`src/rtl/maze_pkg.sv`:
```
// Shared definitions for the maze game: FSM state encoding, maze dimension,
// movement direction codes and the button-priority helper.
package maze_pkg;

  localparam int MAZE_DIM = 16;

  typedef enum logic [2:0] {
    IDLE     = 3'd0,
    PLACE    = 3'd1,
    PLAY     = 3'd2,
    CHECK    = 3'd3,
    COOLDOWN = 3'd4,
    WIN      = 3'd5
  } state_e;

  typedef enum logic [1:0] {
    DIR_UP    = 2'd0,
    DIR_DOWN  = 2'd1,
    DIR_LEFT  = 2'd2,
    DIR_RIGHT = 2'd3
  } dir_e;

  // Simultaneous presses resolve as up > down > left > right.
  function automatic dir_e pick_dir(input logic up, input logic down,
                                    input logic left, input logic right);
    dir_e d;
    if (up) begin
      d = DIR_UP;
    end else if (down) begin
      d = DIR_DOWN;
    end else if (left) begin
      d = DIR_LEFT;
    end else if (right) begin
      d = DIR_RIGHT;
    end else begin
      d = DIR_UP;
    end
    return d;
  endfunction

endpackage

```
`src/rtl/maze_move_controller_timer.sv`:
```
// Post-move cooldown counter: load arms it with MOVE_DELAY, count steps it
// down, done pulses in the final counted cycle.
module move_timer #(
  parameter int MOVE_DELAY = 4_000_000,
  parameter int WIDTH      = (MOVE_DELAY < 1) ? 1 : $clog2(MOVE_DELAY + 1)
) (
  input  logic clk,
  input  logic reset,
  input  logic clear,
  input  logic load,
  input  logic count,
  output logic done
);

  logic [WIDTH-1:0] cnt_r;

  assign done = count && (cnt_r <= WIDTH'(1));

  // Countdown register with clear taking priority over load and count.
  always_ff @(posedge clk) begin
    if (!reset) begin
      cnt_r <= '0;
    end else if (clear) begin
      cnt_r <= '0;
    end else if (load) begin
      cnt_r <= WIDTH'(MOVE_DELAY);
    end else if (count && (cnt_r != '0)) begin
      cnt_r <= cnt_r - WIDTH'(1);
    end else begin
      cnt_r <= cnt_r;
    end
  end

endmodule

```
`src/rtl/maze_move_controller.sv`:
```
// Maze character movement FSM with cooldown auto-repeat and win detection.
// Optional accepted-move counter port enabled by `define MAZE_MOVE_COUNT_EN.
module maze_move_controller
  import maze_pkg::*;
#(
  parameter int MOVE_DELAY = 4_000_000
) (
  input  logic         clk,
  input  logic         reset,
  input  logic         start,
  input  logic         btn_up,
  input  logic         btn_down,
  input  logic         btn_left,
  input  logic         btn_right,
  input  logic [255:0] path_data,
  input  logic [4:0]   maze_width,
  input  logic [4:0]   maze_height,
  input  logic [4:0]   start_x,
  input  logic [4:0]   start_y,
  input  logic [4:0]   finish_x,
  input  logic [4:0]   finish_y,
  output logic [6:0]   char_x,
  output logic [6:0]   char_y,
  output logic         render_enable,
`ifdef MAZE_MOVE_COUNT_EN
  output logic         win,
  output logic [15:0]  move_count
`else
  output logic         win
`endif
);

  state_e     state_r;
  dir_e       dir_r;
  logic [6:0] char_x_r;
  logic [6:0] char_y_r;
  logic       render_r;
  logic       win_r;

  logic [6:0] tx_s;
  logic [6:0] ty_s;
  logic       in_bounds_s;
  logic [7:0] idx_s;
  logic       open_s;
  logic       hit_finish_s;
  logic       any_btn_s;
  logic       timer_load_s;
  logic       timer_count_s;
  logic       timer_done_s;

  assign any_btn_s = btn_up | btn_down | btn_left | btn_right;

  // Target tile for the latched direction; bounds gate the map lookup index.
  always_comb begin
    tx_s         = char_x_r;
    ty_s         = char_y_r;
    in_bounds_s  = 1'b0;
    idx_s        = 8'd0;
    open_s       = 1'b0;
    hit_finish_s = 1'b0;
    case (dir_r)
      DIR_UP: begin
        ty_s        = char_y_r - 7'd1;
        in_bounds_s = (char_y_r != 7'd0);
      end
      DIR_DOWN: begin
        ty_s        = char_y_r + 7'd1;
        in_bounds_s = ((char_y_r + 7'd1) < {2'b00, maze_height});
      end
      DIR_LEFT: begin
        tx_s        = char_x_r - 7'd1;
        in_bounds_s = (char_x_r != 7'd0);
      end
      DIR_RIGHT: begin
        tx_s        = char_x_r + 7'd1;
        in_bounds_s = ((char_x_r + 7'd1) < {2'b00, maze_width});
      end
      default: begin
        in_bounds_s = 1'b0;
      end
    endcase
    // A width/height above MAZE_DIM must still never address past the map.
    if (in_bounds_s && (tx_s < 7'(MAZE_DIM)) && (ty_s < 7'(MAZE_DIM))) begin
      idx_s  = {ty_s[3:0], tx_s[3:0]};
      open_s = path_data[idx_s];
    end else begin
      idx_s  = 8'd0;
      open_s = 1'b0;
    end
    hit_finish_s = (tx_s == {2'b00, finish_x}) && (ty_s == {2'b00, finish_y});
  end

  assign timer_load_s  = (state_r == CHECK) && open_s && !hit_finish_s;
  assign timer_count_s = (state_r == COOLDOWN);

  move_timer #(
    .MOVE_DELAY(MOVE_DELAY)
  ) u_timer (
    .clk  (clk),
    .reset(reset),
    .clear(start),
    .load (timer_load_s),
    .count(timer_count_s),
    .done (timer_done_s)
  );

  // Game FSM with registered position, renderer enable and win flag.
  always_ff @(posedge clk) begin
    if (!reset) begin
      state_r  <= IDLE;
      dir_r    <= DIR_UP;
      char_x_r <= 7'd0;
      char_y_r <= 7'd0;
      render_r <= 1'b0;
      win_r    <= 1'b0;
    end else if (start) begin
      state_r  <= PLACE;
      render_r <= 1'b1;
      win_r    <= 1'b0;
    end else begin
      case (state_r)
        IDLE: begin
          state_r <= IDLE;
        end
        PLACE: begin
          char_x_r <= {2'b00, start_x};
          char_y_r <= {2'b00, start_y};
          state_r  <= PLAY;
        end
        PLAY: begin
          if (any_btn_s) begin
            dir_r   <= pick_dir(btn_up, btn_down, btn_left, btn_right);
            state_r <= CHECK;
          end else begin
            state_r <= PLAY;
          end
        end
        CHECK: begin
          if (open_s) begin
            char_x_r <= tx_s;
            char_y_r <= ty_s;
            if (hit_finish_s) begin
              state_r <= WIN;
              win_r   <= 1'b1;
            end else begin
              state_r <= COOLDOWN;
            end
          end else begin
            state_r <= PLAY;
          end
        end
        COOLDOWN: begin
          if (timer_done_s) begin
            state_r <= PLAY;
          end else begin
            state_r <= COOLDOWN;
          end
        end
        WIN: begin
          state_r <= WIN;
        end
        default: begin
          state_r <= IDLE;
        end
      endcase
    end
  end

  assign char_x        = char_x_r;
  assign char_y        = char_y_r;
  assign render_enable = render_r;
  assign win           = win_r;

`ifdef MAZE_MOVE_COUNT_EN
  logic [15:0] move_count_r;

  // Accepted-move counter, saturating, cleared by a new game.
  always_ff @(posedge clk) begin
    if (!reset) begin
      move_count_r <= 16'd0;
    end else if (start) begin
      move_count_r <= 16'd0;
    end else if ((state_r == CHECK) && open_s && (move_count_r != 16'hFFFF)) begin
      move_count_r <= move_count_r + 16'd1;
    end else begin
      move_count_r <= move_count_r;
    end
  end

  assign move_count = move_count_r;
`endif

endmodule
```
`config.mk`:
```
export PLATFORM = sky130hd
export DESIGN_NAME = maze_move_controller
export DESIGN_NICKNAME = d
export VERILOG_FILES = /design/src/rtl/maze_pkg.sv /design/src/rtl/maze_move_controller_timer.sv /design/src/rtl/maze_move_controller.sv
export SDC_FILE = /design/constraint.sdc
export NUM_CORES = 1
export LEC_CHECK = 0
export CORE_MARGIN = 2
export CORE_UTILIZATION = 25
export CTS_CLUSTER_DIAMETER = 150
export CTS_CLUSTER_SIZE = 12
export DETAILED_ROUTE_END_ITERATION = 12
export DONT_BUFFER_PORTS = 1
export HOLD_SLACK_MARGIN = 0.02
export PLACE_DENSITY_LB_ADDON = 0.2
export SLEW_MARGIN = 20
export SYNTH_ARGS = -nofsm -noshare
export SYNTH_HDL_FRONTEND = slang
export SYNTH_HIERARCHICAL = 1
export SYNTH_SLANG_ARGS = --single-unit
```
`constraint.sdc`:
```
create_clock -name clk -period 4.2 [get_ports clk]
set_clock_uncertainty 0.05 [all_clocks]
set_input_delay 0.21 -clock clk [delete_from_list [all_inputs] [get_ports clk]]
set_output_delay 0.21 -clock clk [all_outputs]
set_load 0.1 [all_outputs]
```
==> results of run 1 <==
registers in the layout, summed over array words and instances (netlist names):
signal,count
render_enable,1
dir_r,2
state_r,3
u_timer/cnt_r,22
char_y,7
char_x,7
win,1
logic make-up after synthesis:
group                    share of synthesized area, %
AO/OA/AOI/OAI                                   22.40
XOR/XNOR                                        7.372
adder cells (fa/ha/maj)                         3.405
buffers and inverters                           6.050
flip-flops                                      13.78
multiplexers                                    22.32
AND/OR/NAND/NOR                                 24.68
metrics by stage:
step / util, % / setup slack [ns] / power [W] / cell area, um2 / hold WS, ns
finish: 29.50 / 0.2096 / 0.001438 / 7194 / 0.03554
global route: 29.48 / 0.03221 / 0.001517 / 7189 / 0.03608
floorplan: - / 0.008078 / 0.0008693 / 6332 / 0.2758
CTS: 29.27 / 0.01876 / 0.001449 / 7138 / 0.02898
global placement: 28.45 / 0.1183 / 0.001028 / 6939 / 0.2805
detailed placement: 28.45 / 0.02870 / 0.001026 / 6939 / 0.2860
final cells by class:
class / count / area, um2
fill: 2633 / 17200
multi-input combinational: 651 / 5117
sequential: 43 / 872.1
timing repair buffer: 60 / 548.0
tap: 324 / 405.4
clock buffer: 5 / 125.1
inverter: 25 / 95.09
clock inverter: 3 / 26.28
antenna: 2 / 5.005
synth_stat cells, types with 8 or more instances:
master and n:
sky130_fd_sc_hd__a311oi_1 10, sky130_fd_sc_hd__and2_1 8, sky130_fd_sc_hd__nor3_1 14, sky130_fd_sc_hd__or3_1 10, sky130_fd_sc_hd__mux2i_1 47, sky130_fd_sc_hd__clkbuf_1 27, sky130_fd_sc_hd__dfxtp_1 43, sky130_fd_sc_hd__buf_2 17
sky130_fd_sc_hd__nor2_1 51, sky130_fd_sc_hd__nand3_1 33, sky130_fd_sc_hd__a31oi_1 24, sky130_fd_sc_hd__nand4_1 10, sky130_fd_sc_hd__a211oi_1 9, sky130_fd_sc_hd__o21ai_0 22, sky130_fd_sc_hd__mux4_2 36, sky130_fd_sc_hd__a21oi_1 30
sky130_fd_sc_hd__nor3b_1 8, sky130_fd_sc_hd__nor4_1 8, sky130_fd_sc_hd__ha_1 17, sky130_fd_sc_hd__a221oi_1 11, sky130_fd_sc_hd__nor2b_1 10, sky130_fd_sc_hd__xor2_1 12, sky130_fd_sc_hd__inv_1 23, sky130_fd_sc_hd__nand2_1 104
sky130_fd_sc_hd__xnor2_1 35, sky130_fd_sc_hd__mux2_2 10, sky130_fd_sc_hd__and3_1 8
layer usage:
metal  track usage, %  up-vias  routed length (um)
met5                0        -                  13
met4            2.132        2                 218
met3            4.111       16                2022
met2            31.35      262               12800
met1            27.35     3077               12220
li1                 -     2995                   -
report_power, final:
group / leakage (nW) / internal [W] / switching, W
Combinational: 2.03 / 0.000267 / 0.000333
Clock: 0.0748 / 0.000226 / 0.000182
Sequential: 0.351 / 0.000413 / 0.0000168
Total: 2.46 / 0.000906 / 0.000532
final timing paths:
path | slack [ns] | depth (start not counted) | to
min reg2reg | 0.47 | 2 | u_timer/cnt_r[14]
max reg2reg | 0.21 | 15 | u_timer/cnt_r[9]
max | 0.21 | 15 | u_timer/cnt_r[9]
min | 0.04 | 1 | char_x[3]
worst reg2reg max path, stage by stage, from the launching register on:
cell and delay (ns):
sky130_fd_sc_hd__dfxtp_4 0.35, sky130_fd_sc_hd__inv_1 0.10, sky130_fd_sc_hd__ha_2 0.25, sky130_fd_sc_hd__mux2i_4 0.10
sky130_fd_sc_hd__or3_1 0.38, sky130_fd_sc_hd__nand2_4 0.14, sky130_fd_sc_hd__buf_12 0.19, sky130_fd_sc_hd__mux4_2 0.35
sky130_fd_sc_hd__mux2i_2 0.28, sky130_fd_sc_hd__o22ai_1 0.16, sky130_fd_sc_hd__o311a_1 0.37, sky130_fd_sc_hd__a32oi_2 0.29
sky130_fd_sc_hd__nor2_1 0.10, sky130_fd_sc_hd__and2_4 0.20, sky130_fd_sc_hd__or3_1 0.35, sky130_fd_sc_hd__o41ai_1 0.23
timing repair:
| item | in CTS | in global routing |
|---|---|---|
| setup endpoints to repair | 1 | 28 |
| setup buffers | 0 | 2 |
| hold buffers | 4 | 0 |
| gates resized for setup | 1 | 7 |
| gates cloned | 0 | 1 |
| hold endpoints to repair | 7 | 0 |
==> metrics, run 1 <==
post-route clock period utilization 95.01%; sequential element share of the synthesized area 13.78%; placed insts 1096; post-synthesis instance area 6246 um2; clock-pin slew on the worst setup and hold paths 0.07 ns; count of endpoints failing hold in the final timing report 0; final critical delay including setup and external delays 3.990 ns; Reg-to-Reg Start char_x[1]; final-report max-slew violation count 0; synthesized net count 1086; Total Die Area 26270 um2; Overflow after GRT 0; fraction of layout cells with a size suffix above 1 20.08%; DIE HEIGHT 162.1 um; cell types with the largest area share after synthesis sky130_fd_sc_hd__dfxtp_1 (14%), sky130_fd_sc_hd__mux4_2 (13%), sky130_fd_sc_hd__mux2i_1 (7.5%); Post-Synthesis Cells 776; maximum number of pins on one net before global-route repair 49; slowest CP cell sky130_fd_sc_hd__or3_1; most common cell after layout, fill and taps aside sky130_fd_sc_hd__nand2_1; CP most frequent cell sky130_fd_sc_hd__or3_1; start point of the critical path char_x[1]; starting utilization of the core area 25.61%; Synth async-reset ratio 0%; wire length per cell 24.51 um; MaxCap Viol Count 0; worst vdd rail ir drop 131.4 uV; gr usage total 19.37%; total clock buffers created by CTS 5; first-pass GRT wire length 39120 um; insertion delay to the later sink of the worst-skew pair 0.29 ns; # IOs 309; power density cells 199.9 nW/um2; CTS tree done; leak pwr 2.455 nW; total iterations of the first detailed-routing run 5; number of synthesized flops with an enable pin 0; number of standard-cell rows in the floorplan 57; CP bufs+invs 2; number of remaining DRC errors 0; commonest cells after routing, fill and taps aside sky130_fd_sc_hd__nand2_1 (103), sky130_fd_sc_hd__nor2_1 (51), sky130_fd_sc_hd__buf_4 (49); actual slew at the worst max-slew pin 0.9958 ns; port bufs 0; setup-violating endpoint count in the final report 0; source of the worst hold timing path reset; fin cells 1113; clock root cell sky130_fd_sc_hd__clkbuf_16; maximum fanout along the worst path 24; top-area cell type share of the netlist area 13.78%; TritonCTS sink count 43; Final Routed Wirelength 27280 um; antenna violations before repair 2; Tightest Hold Check Type in2reg; Via density 5.707; remaining number of nets flagged by the antenna check after routing 0; run status completed; routed vias 6352; HPWL Detailed 22570 um; Clock H-tree levels 2; Highest Clock Rate 250.6 MHz; worst slew margin relative to its limit 33.52%; Nets 1096; number of DRC markers after the initial detailed-route iteration 496; floorplan core area 24390 um2; number of warning messages in the yosys log 6; RSZ-0062 raised after global routing no; required time of the critical path 4.33 ns; startpoint type of the worst setup path flip-flop; biggest area consumer among synthesized cells sky130_fd_sc_hd__dfxtp_1; ys flop type sky130_fd_sc_hd__dfxtp_1; number of global-route vias before repair 6112; RD Place Congestion 0.8357; synthesis-to-layout area growth 15.18%; critical path start-end classification reg2reg; clk buf depth 2; Mean Syn Cell Area 8.049 um2; Crit path arrival time 4.12 ns; chip width 162.1 um; kind of end point of the critical path flip-flop; final setup TNS 0 ns; crit-path cells inv_1, ha_2, mux2i_4, or3_1, nand2_4, buf_12, mux4_2, mux2i_2, o22ai_1, o311a_1, a32oi_2, nor2_1, and2_4, or3_1, o41ai_1; CP peak stage delay 0.38 ns; post-synth cell types 83; kind of cell adding the most delay to the critical path simple AND/OR/NAND/NOR gates; flip-flop and latch count after synthesis 43
Note: power is estimated with default switching activity, not from simulation.
==> inputs of run 2 (changes only) <==
Settings changed: CORE_UTILIZATION 25 to 26.
==> run 2 against run 1 <==
Effect of this change: first-iteration DRC count grew 16%; combinational power grew 2%; sequential power is essentially flat; cell area grew 1.1%; count of clock-buffer cells in the layout grew 1; worst hold slack lost 0.0056 ns; die area shrank 3.8%; utilization grew 1.4 points; setup slack gained 0.011 ns; register-to-register slack is essentially flat; fmax grew 0.27%; largest power group unchanged.
==> metrics, run 2 (synthesis results as in run 1) <==
run status completed (unchanged); total of fill cells in the finished design 2540 (was 2633); maximum fanout along the worst path 18 (was 24); clock-pin slew on the worst setup and hold paths 0.07 ns (about the same); DIE HEIGHT 159.0 um (was 162.1 um); setup-violating endpoint count in the final report 0 (unchanged); worst vdd rail ir drop 128.7 uV (was 131.4 uV); required time of the critical path 4.33 ns (about the same); actual slew at the worst max-slew pin 0.9978 ns (was 0.9958 ns); M2 GR Usage 32.63% (was 31.35%); kind of end point of the critical path flip-flop (unchanged); synthesis-to-layout area growth 16.51% (was 15.18%); antenna violations before repair 4 (was 2); floorplan core area 23540 um2 (was 24390 um2); register area 873.3 um2 (was 872.1 um2); first-pass GRT wire length 39120 um (unchanged); wire length per cell 24.02 um (was 24.51 um); start point of the critical path char_x[1] (unchanged); # IOs 309 (unchanged); pre-CTS setup slack -0.09354 ns (was 0.02870 ns); worst-case reg-to-reg path depth 16 (was 15); Via density 5.737 (was 5.707); kind of cell adding the most delay to the critical path compound AO/OA/AOI/OAI gates (was simple AND/OR/NAND/NOR gates); Clock H-tree levels 2 (unchanged); clk buf depth 2 (unchanged); flip-flop count of the largest register after layout 22 (unchanged); total placed instance area 6909 um2 (was 6939 um2); Reg-to-Reg Start char_x[1] (unchanged); gr usage total 19.85% (was 19.37%); Final Routed Wirelength 26760 um (was 27280 um); total design power 0.001529 W (was 0.001438 W); most common cell after layout, fill and taps aside sky130_fd_sc_hd__nand2_1 (unchanged); RSZ-0062 raised after global routing no (unchanged); maximum number of pins on one net before global-route repair 37 (was 49); number of standard-cell rows in the floorplan 56 (was 57); Min-Delay Path Depth 2 (was 1); register with the most flip-flops u_timer/cnt_r (unchanged); total clock buffers created by CTS 5 (unchanged); insertion delay to the later sink of the worst-skew pair 0.29 ns (about the same); Tightest Hold Check Type in2reg (unchanged); TritonCTS sink count 43 (unchanged); count of endpoints failing hold in the final timing report 0 (unchanged); Total Die Area 25280 um2 (was 26270 um2); startpoint type of the worst setup path flip-flop (unchanged); number of DRC markers after the initial detailed-route iteration 575 (was 496); leak pwr 2.509 nW (was 2.455 nW); fin cells 1114 (was 1113); CP peak stage delay 0.37 ns (was 0.38 ns); total iterations of the first detailed-routing run 5 (unchanged); number of remaining DRC errors 0 (unchanged); met1 track demand over resource in global routing 27.02% (was 27.35%); Overflow after GRT 0 (unchanged); remaining number of nets flagged by the antenna check after routing 0 (unchanged); Crit path arrival time 4.11 ns (was 4.12 ns); final critical delay including setup and external delays 3.980 ns (was 3.990 ns); HPWL Detailed 21610 um (was 22570 um); starting utilization of the core area 26.53% (was 25.61%); Design Area, Final 7277 um2 (was 7194 um2); worst slew margin relative to its limit 33.39% (was 33.52%); clock root cell sky130_fd_sc_hd__clkbuf_16 (unchanged); met3 Usage GRT 4.819% (was 4.111%); CP most frequent cell sky130_fd_sc_hd__or3_1 (unchanged); number of global-route vias before repair 6266 (was 6112); port bufs 0 (unchanged); source of the worst hold timing path reset (unchanged); critical path start-end classification reg2reg (unchanged); global-route layer with the greatest usage met2 (unchanged); MaxCap Viol Count 0 (unchanged); final core utilization 30.91% (was 29.50%); Highest Clock Rate 251.3 MHz (was 250.6 MHz); placed insts 1095 (was 1096); CTS tree done (unchanged); power density cells 210.2 nW/um2 (was 199.9 nW/um2); chip width 159.0 um (was 162.1 um); RD Place Congestion 0.8767 (was 0.8357); fraction of layout cells with a size suffix above 1 21.66% (was 20.08%); final-report max-slew violation count 0 (unchanged); total area of multi-input combinational cells 5149 um2 (was 5117 um2); CP bufs+invs 3 (was 2); routed vias 6391 (was 6352); slowest CP cell sky130_fd_sc_hd__or3_1 (unchanged); post-route clock period utilization 94.75% (was 95.01%); final critical-path setup slack 0.2205 ns (was 0.2096 ns); commonest cells after routing, fill and taps aside sky130_fd_sc_hd__nand2_1 (103), sky130_fd_sc_hd__buf_4 (59), sky130_fd_sc_hd__nor2_1 (51) (was sky130_fd_sc_hd__nand2_1 (103), sky130_fd_sc_hd__nor2_1 (51), sky130_fd_sc_hd__buf_4 (49)); Nets 1103 (was 1096); total number of cells along the worst setup path 16 (was 15); crit-path cells buf_6, ha_1, mux2i_2, or3_1, nand2_2, buf_12, buf_4, mux4_2, a21oi_1, a311oi_1, a311o_1, a32oi_2, nor2_1, and2_4, or3_1, o41ai_1 (was inv_1, ha_2, mux2i_4, or3_1, nand2_4, buf_12, mux4_2, mux2i_2, o22ai_1, o311a_1, a32oi_2, nor2_1, and2_4, or3_1, o41ai_1)
[run 2: through the flow]
| step | TNS (ns) | hold slack [ns] |
|---|---|---|
| 2_1_floorplan | 0 | 0.2758 |
| 3_3_place_gp | -0.02388 | 0.2820 |
| 3_5_place_dp | -0.4444 | 0.2872 |
| 4_1_cts | 0 | 0.02112 |
| 5_1_grt | 0 | 0.02558 |
| 6_report | 0 | 0.02992 |
[run 2: routing by layer]
| metal | share of wire (%) | routed length, um | vias up |
|---|---|---|---|
| li1 | - | - | 2996 |
| met4 | 1.0 | 267 | 6 |
| met1 | 45 | 12110 | 3096 |
| met5 | 0.16 | 43 | - |
| met3 | 6.9 | 1849 | 31 |
| met2 | 47 | 12490 | 262 |
[run 2: path summary, 6_finish.rpt]
check	end	slack, ns
worst max register to register	u_timer/cnt_r[9]	0.22
worst max-delay path	u_timer/cnt_r[9]	0.22
worst min-delay path	char_x[1]	0.03
worst min register to register	u_timer/cnt_r[14]	0.46
[run 2: report_power, final]
part           internal, W  total [W]  switching [W]  leakage [nW]
clock network     0.000317   0.000491       0.000174        0.0882
registers         0.000413   0.000430      0.0000165         0.351
logic             0.000269   0.000609       0.000339          2.07
[run 2: area by class of cell]
cell class | instances | area share (%)
antenna | 1 | 0.03439
clock buffer | 6 | 2.063
clock inverter | 2 | 0.5158
inverter | 25 | 1.307
multi-input combinational | 651 | 70.75
sequential | 43 | 12.00
tap | 319 | 5.485
timing repair buffer | 67 | 7.840
[run 2: what timing repair did]
action / in CTS / in global routing
gates cloned: 0 / 2
hold endpoints to repair: 7 / 0
hold buffers: 2 / 0
gates resized for setup: 1 / 13
pin swaps: 1 / 2
setup endpoints to repair: 11 / 27
buffers inserted: 1 / 5
==> inputs of run 3 (changes only) <==
Settings changed: CELL_PAD_IN_SITES_DETAIL_PLACEMENT set to 1, CELL_PAD_IN_SITES_GLOBAL_PLACEMENT set to 2, REMOVE_ABC_BUFFERS set to 1.
==> run 3 against run 2 <==
Effect of this change: first-iteration DRC count shrank 42%; clock power shrank 19%; largest cell class unchanged; power shrank 4.6%; worst hold slack lost 0.0040 ns; via count grew 2.8%; setup slack lost 0.031 ns; largest power group unchanged.
==> metrics, run 3 (synthesis results as in run 1) <==
met3 Usage GRT 3.230% (was 4.819%); Clock H-tree levels 2 (unchanged); final setup TNS 0 ns (unchanged); register area 865.8 um2 (was 873.3 um2); port bufs 0 (unchanged); Final Routed Wirelength 28880 um (was 26760 um); worst slew margin relative to its limit 30.46% (was 33.39%); pre-CTS setup slack -0.2092 ns (was -0.09354 ns); setup-violating endpoint count in the final report 0 (unchanged); Overflow after GRT 0 (unchanged); register with the most flip-flops u_timer/cnt_r (unchanged); maximum fanout along the worst path 7 (was 18); Critical R2R Capture u_timer/cnt_r[20] (was u_timer/cnt_r[9]); wire length per cell 25.43 um (was 24.02 um); final-report max-slew violation count 0 (unchanged); fraction of layout cells with a size suffix above 1 23.99% (was 21.66%); run status completed (unchanged); CP peak stage delay 0.38 ns (was 0.37 ns); commonest cells after routing, fill and taps aside sky130_fd_sc_hd__nand2_1 (103), sky130_fd_sc_hd__buf_4 (77), sky130_fd_sc_hd__nor2_1 (50) (was sky130_fd_sc_hd__nand2_1 (103), sky130_fd_sc_hd__buf_4 (59), sky130_fd_sc_hd__nor2_1 (51)); startpoint type of the worst setup path flip-flop (unchanged); clock root cell sky130_fd_sc_hd__clkbuf_16 (unchanged); RSZ-0062 raised after global routing no (unchanged); total clock buffers created by CTS 5 (unchanged); total area of multi-input combinational cells 5182 um2 (was 5149 um2); final critical-path setup slack 0.1896 ns (was 0.2205 ns); # IOs 309 (unchanged); total iterations of the first detailed-routing run 4 (was 5); routed vias 6571 (was 6391); placed insts 1114 (was 1095); CP bufs+invs 2 (was 3); remaining number of nets flagged by the antenna check after routing 0 (unchanged); clock-pin slew on the worst setup and hold paths 0.07 ns (about the same); global-route layer with the greatest usage met2 (unchanged); MaxCap Viol Count 0 (unchanged); actual slew at the worst max-slew pin 1.042 ns (was 0.9978 ns); first-pass GRT wire length 43690 um (was 39120 um); crit-path cells clkinvlp_4, ha_4, xor2_2, o21ai_4, buf_8, mux4_2, mux2_2, o21ai_0, a311oi_1, a311o_1, a32oi_2, nor2_1, and2_2, or3_1, o22ai_1, a21oi_1 (was buf_6, ha_1, mux2i_2, or3_1, nand2_2, buf_12, buf_4, mux4_2, a21oi_1, a311oi_1, a311o_1, a32oi_2, nor2_1, and2_4, or3_1, o41ai_1); RD Place Congestion 0.8958 (was 0.8767); chip width 159.0 um (unchanged); final critical delay including setup and external delays 4.010 ns (was 3.980 ns); critical path start-end classification reg2reg (unchanged); setup slack of the most critical reg-to-reg path 0.19 ns (was 0.22 ns); number of DRC markers after the initial detailed-route iteration 334 (was 575); leak pwr 2.630 nW (was 2.509 nW); fin cells 1136 (was 1114); worst-case reg-to-reg path depth 16 (unchanged); CTS tree done (unchanged); Nets 1126 (was 1103); met1 track demand over resource in global routing 26.37% (was 27.02%); HPWL Detailed 23620 um (was 21610 um); worst vdd rail ir drop 120.0 uV (was 128.7 uV); count of inserted antenna diode cells 0 (was 1); clk buf depth 2 (unchanged); maximum number of pins on one net before global-route repair 35 (was 37); power density cells 194.8 nW/um2 (was 210.2 nW/um2); number of standard-cell rows in the floorplan 56 (unchanged); source of the worst hold timing path reset (unchanged); floorplan core area 23540 um2 (unchanged); count of endpoints failing hold in the final timing report 0 (unchanged); Reg-to-Reg Start char_x[0] (was char_x[1]); post-route clock period utilization 95.49% (was 94.75%); Total Die Area 25280 um2 (unchanged); Min-Delay Path Depth 2 (unchanged); insertion delay to the later sink of the worst-skew pair 0.29 ns (about the same); Tightest Hold Check Type in2reg (unchanged); flip-flop count of the largest register after layout 22 (unchanged); starting utilization of the core area 26.53% (unchanged); kind of cell adding the most delay to the critical path compound AO/OA/AOI/OAI gates (unchanged); most common cell after layout, fill and taps aside sky130_fd_sc_hd__nand2_1 (unchanged); total of fill cells in the finished design 2816 (was 2540); number of global-route vias before repair 7167 (was 6266); required time of the critical path 4.31 ns (was 4.33 ns); Hold Path Sink char_y[4] (was char_x[1]); kind of end point of the critical path flip-flop (unchanged); TritonCTS sink count 43 (unchanged); DIE HEIGHT 159.0 um (unchanged); number of remaining DRC errors 0 (unchanged); M2 GR Usage 40.95% (was 32.63%); gr usage total 21.90% (was 19.85%); antenna violations before repair 1 (was 4); synthesis-to-layout area growth 19.91% (was 16.51%); Crit path arrival time 4.12 ns (was 4.11 ns); Via density 5.784 (was 5.737); slowest CP cell sky130_fd_sc_hd__or3_1 (unchanged); Highest Clock Rate 249.4 MHz (was 251.3 MHz)
==> run 3: worst reg2reg max path, cell delays in order, from the launching register on <==
cell and delay (ns):
sky130_fd_sc_hd__dfxtp_2 0.37, sky130_fd_sc_hd__clkinvlp_4 0.17, sky130_fd_sc_hd__ha_4 0.30, sky130_fd_sc_hd__xor2_2 0.17, sky130_fd_sc_hd__o21ai_4 0.28, sky130_fd_sc_hd__buf_8 0.18
sky130_fd_sc_hd__mux4_2 0.31, sky130_fd_sc_hd__mux2_2 0.29, sky130_fd_sc_hd__o21ai_0 0.15, sky130_fd_sc_hd__a311oi_1 0.07, sky130_fd_sc_hd__a311o_1 0.36, sky130_fd_sc_hd__a32oi_2 0.28
sky130_fd_sc_hd__nor2_1 0.08, sky130_fd_sc_hd__and2_2 0.25, sky130_fd_sc_hd__or3_1 0.38, sky130_fd_sc_hd__o22ai_1 0.11, sky130_fd_sc_hd__a21oi_1 0.08
==> run 3: metrics by stage <==
stage | hold WS (ns) | util, % | instance area (um2) | total power, W
detailed placement | 0.2908 | 30.06 | 7078 | 0.001041
CTS | 0.02018 | 30.94 | 7284 | 0.001451
finish | 0.02591 | 31.81 | 7490 | 0.001459
floorplan | 0.2758 | - | 5962 | 0.0008460
global route | 0.02955 | 31.81 | 7490 | 0.001542
global placement | 0.2840 | 30.06 | 7078 | 0.001033
==> run 3: where the power goes <==
part	internal (W)	total (W)	switching, W
sequential	0.000414	0.000430	0.0000159
combinational	0.000288	0.000630	0.000342
clock	0.000220	0.000400	0.000180
total	0.000922	0.00146	0.000538
==> run 3: area by class of cell <==
type | instances | share of cell area, %
Clock buffer | 6 | 1.721
Clock inverter | 2 | 0.1671
Inverter | 25 | 1.303
Multi-Input combinational cell | 650 | 69.19
Sequential cell | 43 | 11.56
Tap cell | 319 | 5.329
Timing Repair Buffer | 91 | 10.73
==> run 3: timing repair <==
| action | 4_1_cts | 5_1_grt |
|---|---|---|
| gates cloned | 0 | 1 |
| pin swaps | 1 | 3 |
| hold buffers | 4 | 0 |
| endpoints found under the setup margin | 33 | 25 |
| gates resized for setup | 3 | 26 |
| buffers inserted | 2 | 7 |
| endpoints found under the hold margin | 6 | 0 |
==> run 3: how the worst max path moves through the flow <==
stage	startpoint	to	slack, ns	cells after the start
after floorplan	char_x[0]	u_timer/cnt_r[15]	-2.72	16
after global placement	char_x[0]	u_timer/cnt_r[15]	-0.22	18
after detailed placement	char_x[0]	u_timer/cnt_r[15]	-0.21	18
after CTS	char_x[1]	u_timer/cnt_r[20]	0.006	16
after global routing	char_x[0]	u_timer/cnt_r[9]	0.004	15
final	char_x[0]	u_timer/cnt_r[20]	0.19	16
==> run 3: routing by layer <==
metal	share of wire, %	vias to the layer above
met5	0.045	-
met4	1.9	2
met3	4.4	28
met2	53	220
met1	41	3284
li1	-	3037
